**src/rtl/nm_sim_pkg.sv**
```systemverilog
// Shared definitions for the NM chip serial register model: FSM state codes,
// uplink sync word, CRC-8 step and packet-length helper.
package nm_sim_pkg;

  typedef logic [3:0] nm_state_t;

  localparam nm_state_t ST_IDLE        = 4'd0;
  localparam nm_state_t ST_RESET_TEST  = 4'd1;
  localparam nm_state_t ST_CMD_SHIFT   = 4'd2;
  localparam nm_state_t ST_OP_BIT      = 4'd3;
  localparam nm_state_t ST_REG_SHIFT   = 4'd4;
  localparam nm_state_t ST_REG_EXEC    = 4'd5;
  localparam nm_state_t ST_REG_TRAILER = 4'd6;
  localparam nm_state_t ST_TX_WAIT     = 4'd7;
  localparam nm_state_t ST_TX_SHIFT    = 4'd8;

  localparam int SYNC_LEN = 13;
  localparam logic [SYNC_LEN-1:0] SYNC_PATTERN = 13'b0000000010101;

  function automatic logic [7:0] crc8_step(input logic [7:0] crc, input logic bit_in,
                                           input logic [7:0] poly);
    logic fb;
    fb = crc[7] ^ bit_in;
    return {crc[6:0], 1'b0} ^ (fb ? poly : 8'h00);
  endfunction

  // sync + type + 2-bit header + address + data + CRC-8
  function automatic int pkt_len(input int addr_w, input int data_w);
    return SYNC_LEN + 3 + addr_w + data_w + 8;
  endfunction

endpackage

```
**src/rtl/nm_sim_reg_model_ser.sv**
```systemverilog
// Uplink serializer: loads a response packet on start and shifts it out MSB
// first, CLK_DIV clocks per bit, appending a serial CRC-8 over type..data.
module nm_uplink_ser
  import nm_sim_pkg::*;
#(
  parameter int          ADDR_W   = 16,
  parameter int          DATA_W   = 16,
  parameter int          CLK_DIV  = 10,
  parameter logic [7:0]  CRC_POLY = 8'h4D
) (
  input  logic              clk,
  input  logic              rstb,
  input  logic              start,
  input  logic              abort,
  input  logic              is_ack,
  input  logic              err,
  input  logic [ADDR_W-1:0] addr,
  input  logic [DATA_W-1:0] data,
  output logic              busy,
  output logic              done,
  output logic              dout
);

  localparam int PKT_LEN = pkt_len(ADDR_W, DATA_W);
  localparam int LD_W    = SYNC_LEN + 3 + ADDR_W + DATA_W;
  localparam int BC_W    = $clog2(PKT_LEN);
  localparam int DV_W    = $clog2(CLK_DIV);

  logic [LD_W-1:0] sh_q, sh_d;
  logic [7:0]      crc_q, crc_d;
  logic [BC_W-1:0] bc_q, bc_d;
  logic [DV_W-1:0] div_q, div_d;
  logic            busy_q, busy_d;

  always_comb begin
    sh_d   = sh_q;
    crc_d  = crc_q;
    bc_d   = bc_q;
    div_d  = div_q;
    busy_d = busy_q;
    done   = 1'b0;
    if (abort) begin
      sh_d   = '0;
      crc_d  = '0;
      bc_d   = '0;
      div_d  = '0;
      busy_d = 1'b0;
    end else if (start) begin
      sh_d   = {SYNC_PATTERN, 1'b0, is_ack, err, addr, data};
      crc_d  = '0;
      bc_d   = '0;
      div_d  = DV_W'(CLK_DIV - 1);
      busy_d = 1'b1;
    end else if (busy_q) begin
      if (div_q != '0) begin
        div_d = div_q - 1'b1;
      end else begin
        div_d = DV_W'(CLK_DIV - 1);
        if (bc_q == BC_W'(PKT_LEN - 1)) begin
          busy_d = 1'b0;
          done   = 1'b1;
          sh_d   = '0;
          crc_d  = '0;
          bc_d   = '0;
        end else begin
          bc_d = bc_q + 1'b1;
          if (bc_q < BC_W'(LD_W)) begin
            sh_d = {sh_q[LD_W-2:0], 1'b0};
            // sync bits are not covered by the CRC
            if (bc_q >= BC_W'(SYNC_LEN))
              crc_d = crc8_step(crc_q, sh_q[LD_W-1], CRC_POLY);
          end else begin
            crc_d = {crc_q[6:0], 1'b0};
          end
        end
      end
    end
  end

  always_ff @(posedge clk or negedge rstb) begin
    if (!rstb) begin
      sh_q   <= '0;
      crc_q  <= '0;
      bc_q   <= '0;
      div_q  <= '0;
      busy_q <= 1'b0;
    end else begin
      sh_q   <= sh_d;
      crc_q  <= crc_d;
      bc_q   <= bc_d;
      div_q  <= div_d;
      busy_q <= busy_d;
    end
  end

  assign busy = busy_q;
  assign dout = busy_q & ((bc_q < BC_W'(LD_W)) ? sh_q[LD_W-1] : crc_q[7]);

endmodule

```
**config.mk**
```make
export PLATFORM = sky130hd
export DESIGN_NAME = nm_uplink_ser
export DESIGN_NICKNAME = d
export VERILOG_FILES = /design/src/rtl/nm_sim_pkg.sv /design/src/rtl/nm_sim_reg_model_ser.sv
export SDC_FILE = /design/constraint.sdc
export NUM_CORES = 1
export LEC_CHECK = 0
export ABC_AREA = 0
export CAP_MARGIN = 20
export CORE_MARGIN = 4
export CORE_UTILIZATION = 59
export CTS_CLUSTER_DIAMETER = 60
export DETAILED_ROUTE_END_ITERATION = 8
export PLACE_DENSITY_LB_ADDON = 0.2
export SLEW_MARGIN = 20
export SYNTH_ARGS = -nofsm -noshare
export SYNTH_HDL_FRONTEND = slang
export SYNTH_SLANG_ARGS = --single-unit
export TNS_END_PERCENT = 50
```
**constraint.sdc**
```tcl
create_clock -name clk -period 3.8 [get_ports clk]
set_clock_uncertainty 0.15 [all_clocks]
set_input_delay 0.57 -clock clk [delete_from_list [all_inputs] [get_ports clk]]
set_output_delay 0.57 -clock clk [all_outputs]
set_load 0.02 [all_outputs]
```
After elaboration in Yosys (flattened, before gate mapping):

Cells that the tools add are included.
Widths: inputs -> output; s select.

* output and inout bits: 3
* logic and storage cells: 55
* bits of input ports: 38
* register bits: 67

* muxes and demuxes: 34
* reductions and logical operators: 6
* add/sub/neg operators: 2
* bitwise logic cells: 3
* order comparisons: 2
* eq/ne operators: 3

Operator list (number)
* $mux 48: 6
* $mux 8: 7
* $mux 6: 5
* $mux 4: 4
* $mux 1: 11
* $reduce_bool 4->1: 2
* $xor 8x7->8: 1
* $mux 7: 1
* $add 6x1->6 const B: 1
* $eq 6x6->1 const B: 1
* $ge 6x4->1 const B: 1
* $lt 6x6->1 const B: 1
* $reduce_and 3->1: 2
* $ne 5x5->1 const B: 1
* $sub 4x1->4 const B: 1
* $ne 3x3->1 const B: 1
* $reduce_bool 3->1: 1
* $reduce_and 2->1: 1
* $and 1x1->1: 1
* $xor 1x1->1: 1

Logic depth before layout (Yosys ltp):

Gate-level depths: netlist of run 1.

* depth after elaboration: 10
* gate-level depth with buffers: 8
* depth with buffers taken out: 6

Worst setup path after synthesis of run 1:

OpenSTA, ideal clock, no wires.

* path kind: in2out
* from: input abort
* to: output done
* arrival time: 1.754 ns
* stages: 5
* path buffers: 3
* data required time: 3.080 ns
* setup slack: 1.326 ns
* cell sequence: buf_2 or2_0 clkbuf_2 buf_1 nor3_1

* word-level cells in the longest chain between the ends: 1

RTL lines
* from (decl): RTL line nm_sim_reg_model_ser.sv:14 `input logic abort,`
* $mux 1: RTL line nm_sim_reg_model_ser.sv:42 `if (abort) begin`
* to (decl): RTL line nm_sim_reg_model_ser.sv:20 `output logic done,`

Every way passes these cells.

Final worst setup path of run 1:

* from: register div_q[0]
* to: output done

* word-level cells in the longest chain between the ends: 5

RTL lines
* from (decl): RTL line nm_sim_reg_model_ser.sv:32 `logic [DV_W-1:0] div_q, div_d;`
* from (signal assigned): RTL line nm_sim_reg_model_ser.sv:91 `div_q <= div_d;`
* $reduce_bool 4->1: RTL line nm_sim_reg_model_ser.sv:55 `if (div_q != '0) begin`
* $mux 1: RTL line nm_sim_reg_model_ser.sv:55
* $mux 1: RTL line nm_sim_reg_model_ser.sv:54 `end else if (busy_q) begin`
* $mux 1: RTL line nm_sim_reg_model_ser.sv:48 `end else if (start) begin`
* $mux 1: RTL line nm_sim_reg_model_ser.sv:42

Every way passes these cells.

==> flow_metrics.tcl, run 1 <==
set metrics [dict create \
    power_w 0.00158 \
    synth_edf_count 0 \
    clockBufferDepth 2 \
    synth_common_cells "dfrtp_1, a22o_1, mux2_2" \
    synthCells 277 \
    whs_ns 0.205 \
    num_antenna_cells 0 \
    die_y_um 82.7 \
    setup_tns_ns 0 \
    synth_flop_cell "dfrtp_1" \
    die_x_um 82.7 \
    holdBufCountCts 0 \
    period_share_pct 81.7 \
    synth.avg_cell_area_sq_um 11.9 \
    hp-class "in -> async" \
    crit_buf_inv 1 \
    cts_resized 0 \
    clock_sink_count 67 \
    clock_power_share_pct 39.5 \
    peakVddDrop_uv 262 \
    area_growth_syn_to_layout_pct 18.8 \
    finalMaxSlewViolations 0 \
    yosysWarnings 0 \
    yosys-top-cells-area "dfrtp_1, mux2_2, a22o_1, buf_6, inv_1" \
    dp_hpwl_um 4280 \
    drtPass1Iterations 4 \
    drc_errors 0 \
    initial_core_util_pct 62.5 \
    cp-start-kind "flip-flop" \
    grt_use_total_pct 20.9 \
    max_freq_mhz 322 \
    setup_viol 0 \
    core_sq_um 5270 \
    routedWlPerCell_um 16.3 \
    htree_levels 3 \
    gp_routability_congestion 0.738 \
    yosysTopAreaCell "dfrtp_1" \
    power_density_nw_per_um2 403 \
    cts_buffers 9 \
    antenna_found_initial 0 \
    hold_viol 0 \
    grt_max_degree 42 \
    ys_seq_elements 67 \
    rows 26 \
    routed_wl_um 6430 \
    crit_slowest_cell "clkdlybuf4s50_1" \
    cp-end-kind "output pin" \
    antenna_left 0 \
    grt_pass1_vias 2281 \
    netlist_area_sq_um 3290 \
    io_pins 41 \
    grt_pass1_wl_um 10700 \
    vias 2286 \
    seqPwrFrac_pct 48.9 \
    crit_family "simple AND/OR/NAND/NOR gates" \
    drive_above_1_share_pct 20.7 \
    numPortBuffers 40 \
    syn_nets 318 \
    r2r_cells 5 \
    synthMostInstantiatedCell "dfrtp_1" \
    fin_crit_ns 3.11 \
    yosys.cell_types.count 45 \
    gr-total-overflow 0 \
    yosysSeqAreaShare_pct 50.9 \
    swShare_pct 23.6 \
    cts_tree "yes" \
    clk_latency_ns 0.34 \
    combPwrFrac_pct 11.6 \
    p_leak_nw 1.76 \
    synth.top_cell.area_share_pct 50.9 \
    drtIter0Drc 131 \
    arrival_ns 2.39 \
    slew-limit-headroom_pct 39.8 \
    internal_power_w 0.00120 \
    finalNetCount 359 \
    slowest_delay_ns 0.65 \
    power.net_switching_w 0.000371 \
    required_ns 3.08 \
    place_inst 377 \
    worst_pin_slew_ns 0.904 \
    worstSetupPathDepth 4 \
    crit_fanout 11 \
    rsz0062_at_grt "no" \
    cap_violations 0 \
    die-area_sq_um 6840 \
    synthArstFlopShare_pct 100 \
    clk_pin_slew_worst_paths_ns 0.07 \
    post-cts-setup-buffers 0 \
    status "finished clean" \
    finalNonFillerCells 393 \
    cts_root_buffer "clkbuf_8" \
    path_cells "nor4b_4 -> nand2_1 -> nor3_1 -> clkdlybuf4s50_1" \
    critPathKind "reg -> out" \
    viasPerCell 5.82 \
]
## sequential cells by signal, indices dropped and copies added, names as in the netlist
name	cells
busy	1
sh_q	48
crc_q	8
div_q	4
bc_q	6
## power by group through the flow
stage | clock network (W) | logic, W | registers [W]
global placement | 0 | 0.000180 | 0.000782
detailed placement | 0 | 0.000183 | 0.000784
CTS | 0.000635 | 0.000185 | 0.000770
finish | 0.000622 | 0.000183 | 0.000771
floorplan | 0 | 0.000116 | 0.000779
global route | 0.000664 | 0.000201 | 0.000775
## path summary, 6_finish.rpt
kind / from / endpoint / slack (ns)
setup / recovery: div_q[0] / done / 0.69
hold / removal: rstb / bc_q[2] / 0.21
setup reg to reg: div_q[0] / sh_q[4] / 1.07
hold reg to reg: sh_q[41] / sh_q[41] / 0.34
max in group asynchronous: rstb / sh_q[14] / 2.55
min in group clk: sh_q[41] / sh_q[41] / 0.34
## per-layer routing
metal  global-route usage [%]  share of wire [%]  routed length [um]
met4                     7.03                1.2                  76
met2                     34.8                 50                3190
met3                     5.42                4.8                 311
met5                        0                  0                   0
met1                     26.5                 44                2850
## kinds of logic (layout without fill, tap and decap cells)
group | after synthesis | count (layout) | synth area share (%)
AOI/OAI and AO/OA | 74 | 74 | 17.4
xor gates and xnor gates | 6 | 6 | 1.60
adders and majority gates | 3 | 3 | 1.14
buffers and inverters | 36 | 82 | 6.20
DFF | 67 | 67 | 50.9
muxes | 41 | 41 | 13.9
and+or+nand+nor | 50 | 50 | 8.89
## stage by stage
| step | setup slack, ns | cell area [sq um] | util [%] |
|---|---|---|---|
| after floorplan | 1.33 | 3290 | - |
| after global placement | 0.829 | 3700 | 70.2 |
| after detailed placement | 0.816 | 3700 | 70.2 |
| after CTS | 0.660 | 3910 | 74.2 |
| after global routing | 0.553 | 3910 | 74.2 |
| final | 0.694 | 3910 | 74.2 |
## worst reg2reg max path, cell delays in order (launching register included)
cell	delay (ns)
dfrtp_1	0.45
nor4b_4	0.33
nand2_1	0.32
o21ai_4	0.51
buf_4	0.45
mux2_2	0.39
## cell usage in the layout (no fill, tap or decap), drive strengths merged
master         count
o221a              1
a22o              37
bufinv             1
and3b              1
o21ai             12
a31oi              2
and4               1
o21a               1
a21oi             14
a21o               2
a311o              1
mux2              34
mux2i              7
clkbuf            13
nand4b             1
nand2b             2
nor3               3
clkinvlp           2
ha                 3
or4                1
nand2             19
a311oi             1
clkdlybuf4s50     39
and2               1
xnor2              3
dfrtp             67
buf                8
nand4              6
xor2               3
nor2               6
or3                1
o2bb2ai            3
or2                1
inv               19
nor4               2
nand3              4
nor4b              1
## final cells by class
class | instances | area, sq um
Clock buffer | 13 | 169
Multi-Input combinational cell | 174 | 1410
Clock inverter | 3 | 45.0
Sequential cell | 67 | 1680
Inverter | 19 | 71.3
Timing Repair Buffer | 47 | 448
Tap cell | 70 | 87.6
Fill cell | 379 | 1360
Power figures use the tool's default switching activity.
==> inputs of run 2 (changes only) <==
--- a/config.mk
+++ b/config.mk
@@ -8,7 +8,7 @@
 export ABC_AREA = 0
 export CAP_MARGIN = 20
 export CORE_MARGIN = 4
-export CORE_UTILIZATION = 59
+export CORE_UTILIZATION = 50
 export CTS_CLUSTER_DIAMETER = 60
 export DETAILED_ROUTE_END_ITERATION = 8
 export PLACE_DENSITY_LB_ADDON = 0.2
==> constraint.sdc (replaced) <==
create_clock -name clk -period 2.78 [get_ports clk]
set_clock_uncertainty 0.15 [all_clocks]
set_input_delay 0.417 -clock clk [delete_from_list [all_inputs] [get_ports clk]]
set_output_delay 0.417 -clock clk [all_outputs]
set_load 0.02 [all_outputs]
==> run 2 against run 1 <==
  * Hold slack got worse by 0.089 ns
  * Largest power group unchanged
  * Clock power is 37% higher
  * Highest routed layer unchanged
  * Wire length shrank 2.1%
  * Core utilization down 12 points
  * Critical path type unchanged
==> flow_metrics.tcl, run 2 (synthesis gave the netlist of run 1 again) <==
set metrics [dict create \
    grt_use_total_pct 16.9 \
    max_freq_mhz 390 \
    holdBufCountCts 0 \
    critPathKind "reg -> out" \
    grt_pass1_wl_um 10200 \
    final_cell_mix "dfrtp_1, clkdlybuf4s50_1, a22o_1, mux2_2, inv_1" \
    rows 29 \
    dp_hpwl_um 4080 \
    htree_levels 3 \
    cap_violations 0 \
    cts_tree "yes" \
    place_inst 386 \
    layout_commonest_cell "dfrtp_1" \
    routedWlPerCell_um 15.7 \
    reg_top3 "sh_q x48, crc_q x8, bc_q x6" \
    crit_fanout 7 \
    path_cells "and2_1 -> nand2_1 -> a21oi_1 -> clkdlybuf4s50_1" \
    seqPwrFrac_pct 48.8 \
    utilization_pct 62.0 \
    numPortBuffers 40 \
    die_y_um 89.1 \
    internal_power_w 0.00167 \
    combPwrFrac_pct 11.9 \
    largest_register "sh_q" \
    num_antenna_cells 0 \
    antenna_left 0 \
    setup_tns_ns 0 \
    die_x_um 89.1 \
    crit_slowest_cell "clkdlybuf4s50_1" \
    routed_wl_um 6290 \
    cts_buffers 9 \
    power_density_nw_per_um2 546 \
    viasPerCell 5.65 \
    slowest_delay_ns 0.62 \
    period_share_pct 92.2 \
    drive_above_1_share_pct 21.0 \
    antenna_found_initial 0 \
    clock_power_share_pct 39.4 \
    finalMaxSlewViolations 0 \
    setup.worst_path.start "bc_q[4]" \
    fin_crit_ns 2.56 \
    initial_core_util_pct 51.5 \
    power.net_switching_w 0.000487 \
    p_leak_nw 1.80 \
    drtPass1Iterations 4 \
    hp-class "in -> async" \
    finalNetCount 361 \
    io_pins 41 \
    gr-total-overflow 0 \
    largest_reg_flops 48 \
    post-cts-setup-buffers 0 \
    worst_pin_slew_ns 0.840 \
    power_w 0.00216 \
    setup_viol 0 \
    whs_ns 0.116 \
    die-area_sq_um 7950 \
    cp-end-kind "output pin" \
    drtIter0Drc 106 \
    vias 2266 \
    grt_max_degree 68 \
    cts_root_buffer "clkbuf_8" \
    cts_resized 1 \
    required_ns 2.21 \
    clk_pin_slew_worst_paths_ns 0.07 \
    swShare_pct 22.6 \
    hold_viol 0 \
    crit_buf_inv 1 \
    status "finished clean" \
    cp-start-kind "flip-flop" \
    peakVddDrop_uv 369 \
    clk_latency_ns 0.34 \
    crit_family "buffers and inverters" \
    grt_pass1_vias 2132 \
    arrival_ns 2.00 \
    finalNonFillerCells 401 \
    area_growth_syn_to_layout_pct 20.2 \
    slew-limit-headroom_pct 44.0 \
    clock_sink_count 67 \
    r2r-start "div_q[0]" \
    drc_errors 0 \
    gp_routability_congestion 0.863 \
    rsz0062_at_grt "no" \
    core_sq_um 6390 \
    clockBufferDepth 2 \
]
-- run 2: cell types whose count changed in the layout (fill, tap and decap cells not counted) --
cell             before  now
buf_12                0    2
clkinvlp_4            2    0
clkbuf_8             12   13
clkdlybuf4s50_1      39   38
dlygate4sd2_1         0    1
-- run 2: worst reg2reg max path, cell delays in order (launching register included) --
cell and delay, ns:
dfrtp_1 0.45, nor4b_4 0.32, nand2_1 0.12, buf_4 0.19, o21ai_4 0.32, buf_12 0.26, mux2_2 0.38
-- run 2: per-layer routing --
metal  global-route usage [%]  vias up  part of all wire (%)
li1                         -     1090                     -
met1                     23.5     1121                    48
met2                     25.1       47                    46
met3                     4.70        8                   5.0
met4                     6.90        0                   1.4
met5                        0        -                     0
-- run 2: worst paths after layout --
kind                             to  slack [ns]  depth (start not counted)
max in group asynchronous  div_q[3]        1.82                          2
min in group clk           sh_q[43]        0.34                          1
max                            dout        0.22                          4
max reg2reg                sh_q[14]        0.47                          6
min reg2reg                sh_q[43]        0.34                          1
min                        crc_q[2]        0.12                          2
-- run 2: stage by stage --
step / instance area, sq um / setup WS (ns)
3_5_place_dp: 3750 / 0.271
3_3_place_gp: 3750 / 0.302
5_1_grt: 3960 / 0.0929
4_1_cts: 3960 / 0.192
2_1_floorplan: 3290 / 0.612
6_report: 3960 / 0.216
-- run 2: power groups by stage --
stage | clock network (W) | registers [W] | logic [W]
CTS | 0.000875 | 0.00105 | 0.000261
global placement | 0 | 0.00107 | 0.000256
global route | 0.000914 | 0.00106 | 0.000282
detailed placement | 0 | 0.00107 | 0.000260
floorplan | 0 | 0.00106 | 0.000158
finish | 0.000850 | 0.00105 | 0.000256
-- run 2: final cells by class --
class | instances | area, sq um
clock buffer | 14 | 183
sequential | 67 | 1680
fill | 545 | 2430
tap | 77 | 96.3
inverter | 19 | 71.3
timing repair buffer | 49 | 487
clock inverter | 1 | 30.0
multi-input combinational | 174 | 1410
==> inputs of run 3 (changes only) <==
==> constraint.sdc (replaced) <==
create_clock -name clk -period 2.2 [get_ports clk]
set_clock_uncertainty 0.15 [all_clocks]
set_input_delay 0.33 -clock clk [delete_from_list [all_inputs] [get_ports clk]]
set_output_delay 0.33 -clock clk [all_outputs]
set_load 0.02 [all_outputs]
==> run 3 against run 2 <==
  * Sequential cell count did not move
  * Wire length fell by 0.46%
  * Via count rose by 1.6%
  * Non-clock buffer count rose by 16
  * Die area did not move
  * First-iteration DRC count fell by 16%
  * Power rose by 22%
  * Critical path depth rose by 3
  * Count of clock-buffer cells in the layout fell by 2
  * Cell count rose by 4.0%
  * Core utilization rose by 2.0 points
  * Largest cell class unchanged
==> flow_metrics.tcl, run 3 (synthesis gave the netlist of run 1 again) <==
set metrics [dict create \
    clockBufferDepth 2 \
    num_antenna_cells 0 \
    drc_errors 0 \
    cap_violations 0 \
    place_inst 400 \
    finalNetCount 377 \
    largest_register "sh_q" \
    vias 2302 \
    fin_crit_ns 2.08 \
    clk_pin_slew_worst_paths_ns 0.07 \
    routedWlPerCell_um 15.0 \
    die-area_sq_um 7950 \
    utilization_pct 63.9 \
    drtIter0Drc 89 \
    hold_viol 0 \
    setup.worst_path.start "bc_q[0]" \
    worst_pin_slew_ns 0.632 \
    antenna_found_initial 0 \
    cp-start-kind "flip-flop" \
    finalMaxSlewViolations 0 \
    min_from "sh_q[43]" \
    dp_hpwl_um 4250 \
    period_share_pct 94.4 \
    gr-total-overflow 0 \
    setup_tns_ns 0 \
    rsz0062_at_grt "no" \
    worstHoldPathCells 1 \
    die_y_um 89.1 \
    setup_viol 0 \
    max_freq_mhz 482 \
    grt_use_total_pct 17.4 \
    cts_tree "yes" \
    drive_above_1_share_pct 25.0 \
    rows 29 \
    slew-limit-headroom_pct 57.9 \
    r2r-start "bc_q[0]" \
    cp-end-kind "flip-flop" \
    grt_pass1_vias 2260 \
    grt_max_degree 38 \
    htree_levels 3 \
    status "finished clean" \
    r2r_cells 7 \
    numPortBuffers 40 \
    required_ns 2.30 \
    reg_top3 "sh_q x48, crc_q x8, bc_q x6" \
    drtPass1Iterations 4 \
    layout_commonest_cell "dfrtp_1" \
    clock_sink_count 67 \
    io_pins 41 \
    core_sq_um 6390 \
    cts_buffers 9 \
    peakVddDrop_uv 364 \
    viasPerCell 5.52 \
    fin_ws_ns 0.124 \
    clk_latency_ns 0.34 \
    cts_root_buffer "clkbuf_8" \
    n_fill_cell 506 \
    critPathKind "reg -> reg" \
    arrival_ns 2.18 \
    finalNonFillerCells 417 \
    grt_pass1_wl_um 10600 \
    final_cell_mix "dfrtp_1, a22o_1, clkdlybuf4s50_1, mux2_2, inv_1" \
    p_leak_nw 1.87 \
    area_growth_syn_to_layout_pct 24.0 \
    initial_core_util_pct 51.5 \
    antenna_left 0 \
    routed_wl_um 6260 \
    power_density_nw_per_um2 643 \
    hp-class "reg -> reg" \
    die_x_um 89.1 \
    crit_fanout 6 \
    gp_routability_congestion 0.829 \
    largest_reg_flops 48 \
    pre_cts_ws_ns -0.144 \
]
-- run 3: per-layer routing --
metal,GRT usage [%],up-vias,part of all wire (%)
met4,8.53,0,1.5
met3,3.69,7,4.1
met5,0,-,0
met1,23.8,1134,48
li1,-,1125,-
met2,26.1,36,47
-- run 3: where the power goes --
group          internal, W  switching, W  total (W)
clock network     0.000495      0.000459   0.000954
logic             0.000194      0.000151   0.000345
registers          0.00129     0.0000345    0.00133
total              0.00198      0.000644    0.00263
-- run 3: path summary, 6_finish.rpt --
check | slack (ns) | end
worst max register to register | 0.12 | crc_q[1]
max in group asynchronous | 0.84 | bc_q[1]
worst min register to register | 0.33 | sh_q[43]
worst min-delay path | 0.33 | sh_q[43]
min in group asynchronous | 0.40 | sh_q[12]
worst max-delay path | 0.12 | crc_q[1]
-- run 3: cell type report --
type | count | area (sq um) | area share (%)
clock buffer | 12 | 165 | 4.05
clock inverter | 3 | 22.5 | 0.552
inverter | 19 | 71.3 | 1.75
multi-input combinational | 174 | 1410 | 34.6
sequential | 67 | 1680 | 41.1
tap | 77 | 96.3 | 2.36
timing repair buffer | 65 | 637 | 15.6
-- run 3: critical path, cell delays in order, from the launching register on --
cell	delay [ns]
dfrtp_1	0.39
buf_4	0.15
ha_1	0.18
nand2b_1	0.13
a311o_1	0.40
a21oi_4	0.21
buf_4	0.18
mux2i_1	0.21
-- run 3: repair_timing --
item | 4_1_cts | 5_1_grt
hold buffers | 1 | 0
endpoints found under the setup margin | 2 | 34
resized for setup | 5 | 3
buffers inserted | 0 | 1
pin swaps | 0 | 1
endpoints found under the hold margin | 24 | 0
-- run 3: metrics by stage --
stage          area [sq um]  hold slack [ns]  total power (W)
2_1_floorplan          3290           -0.116          0.00154
3_3_place_gp           3880            0.237          0.00169
3_5_place_dp           3880            0.238          0.00170
4_1_cts                4070            0.335          0.00265
5_1_grt                4080            0.364          0.00274
6_report               4080            0.334          0.00263
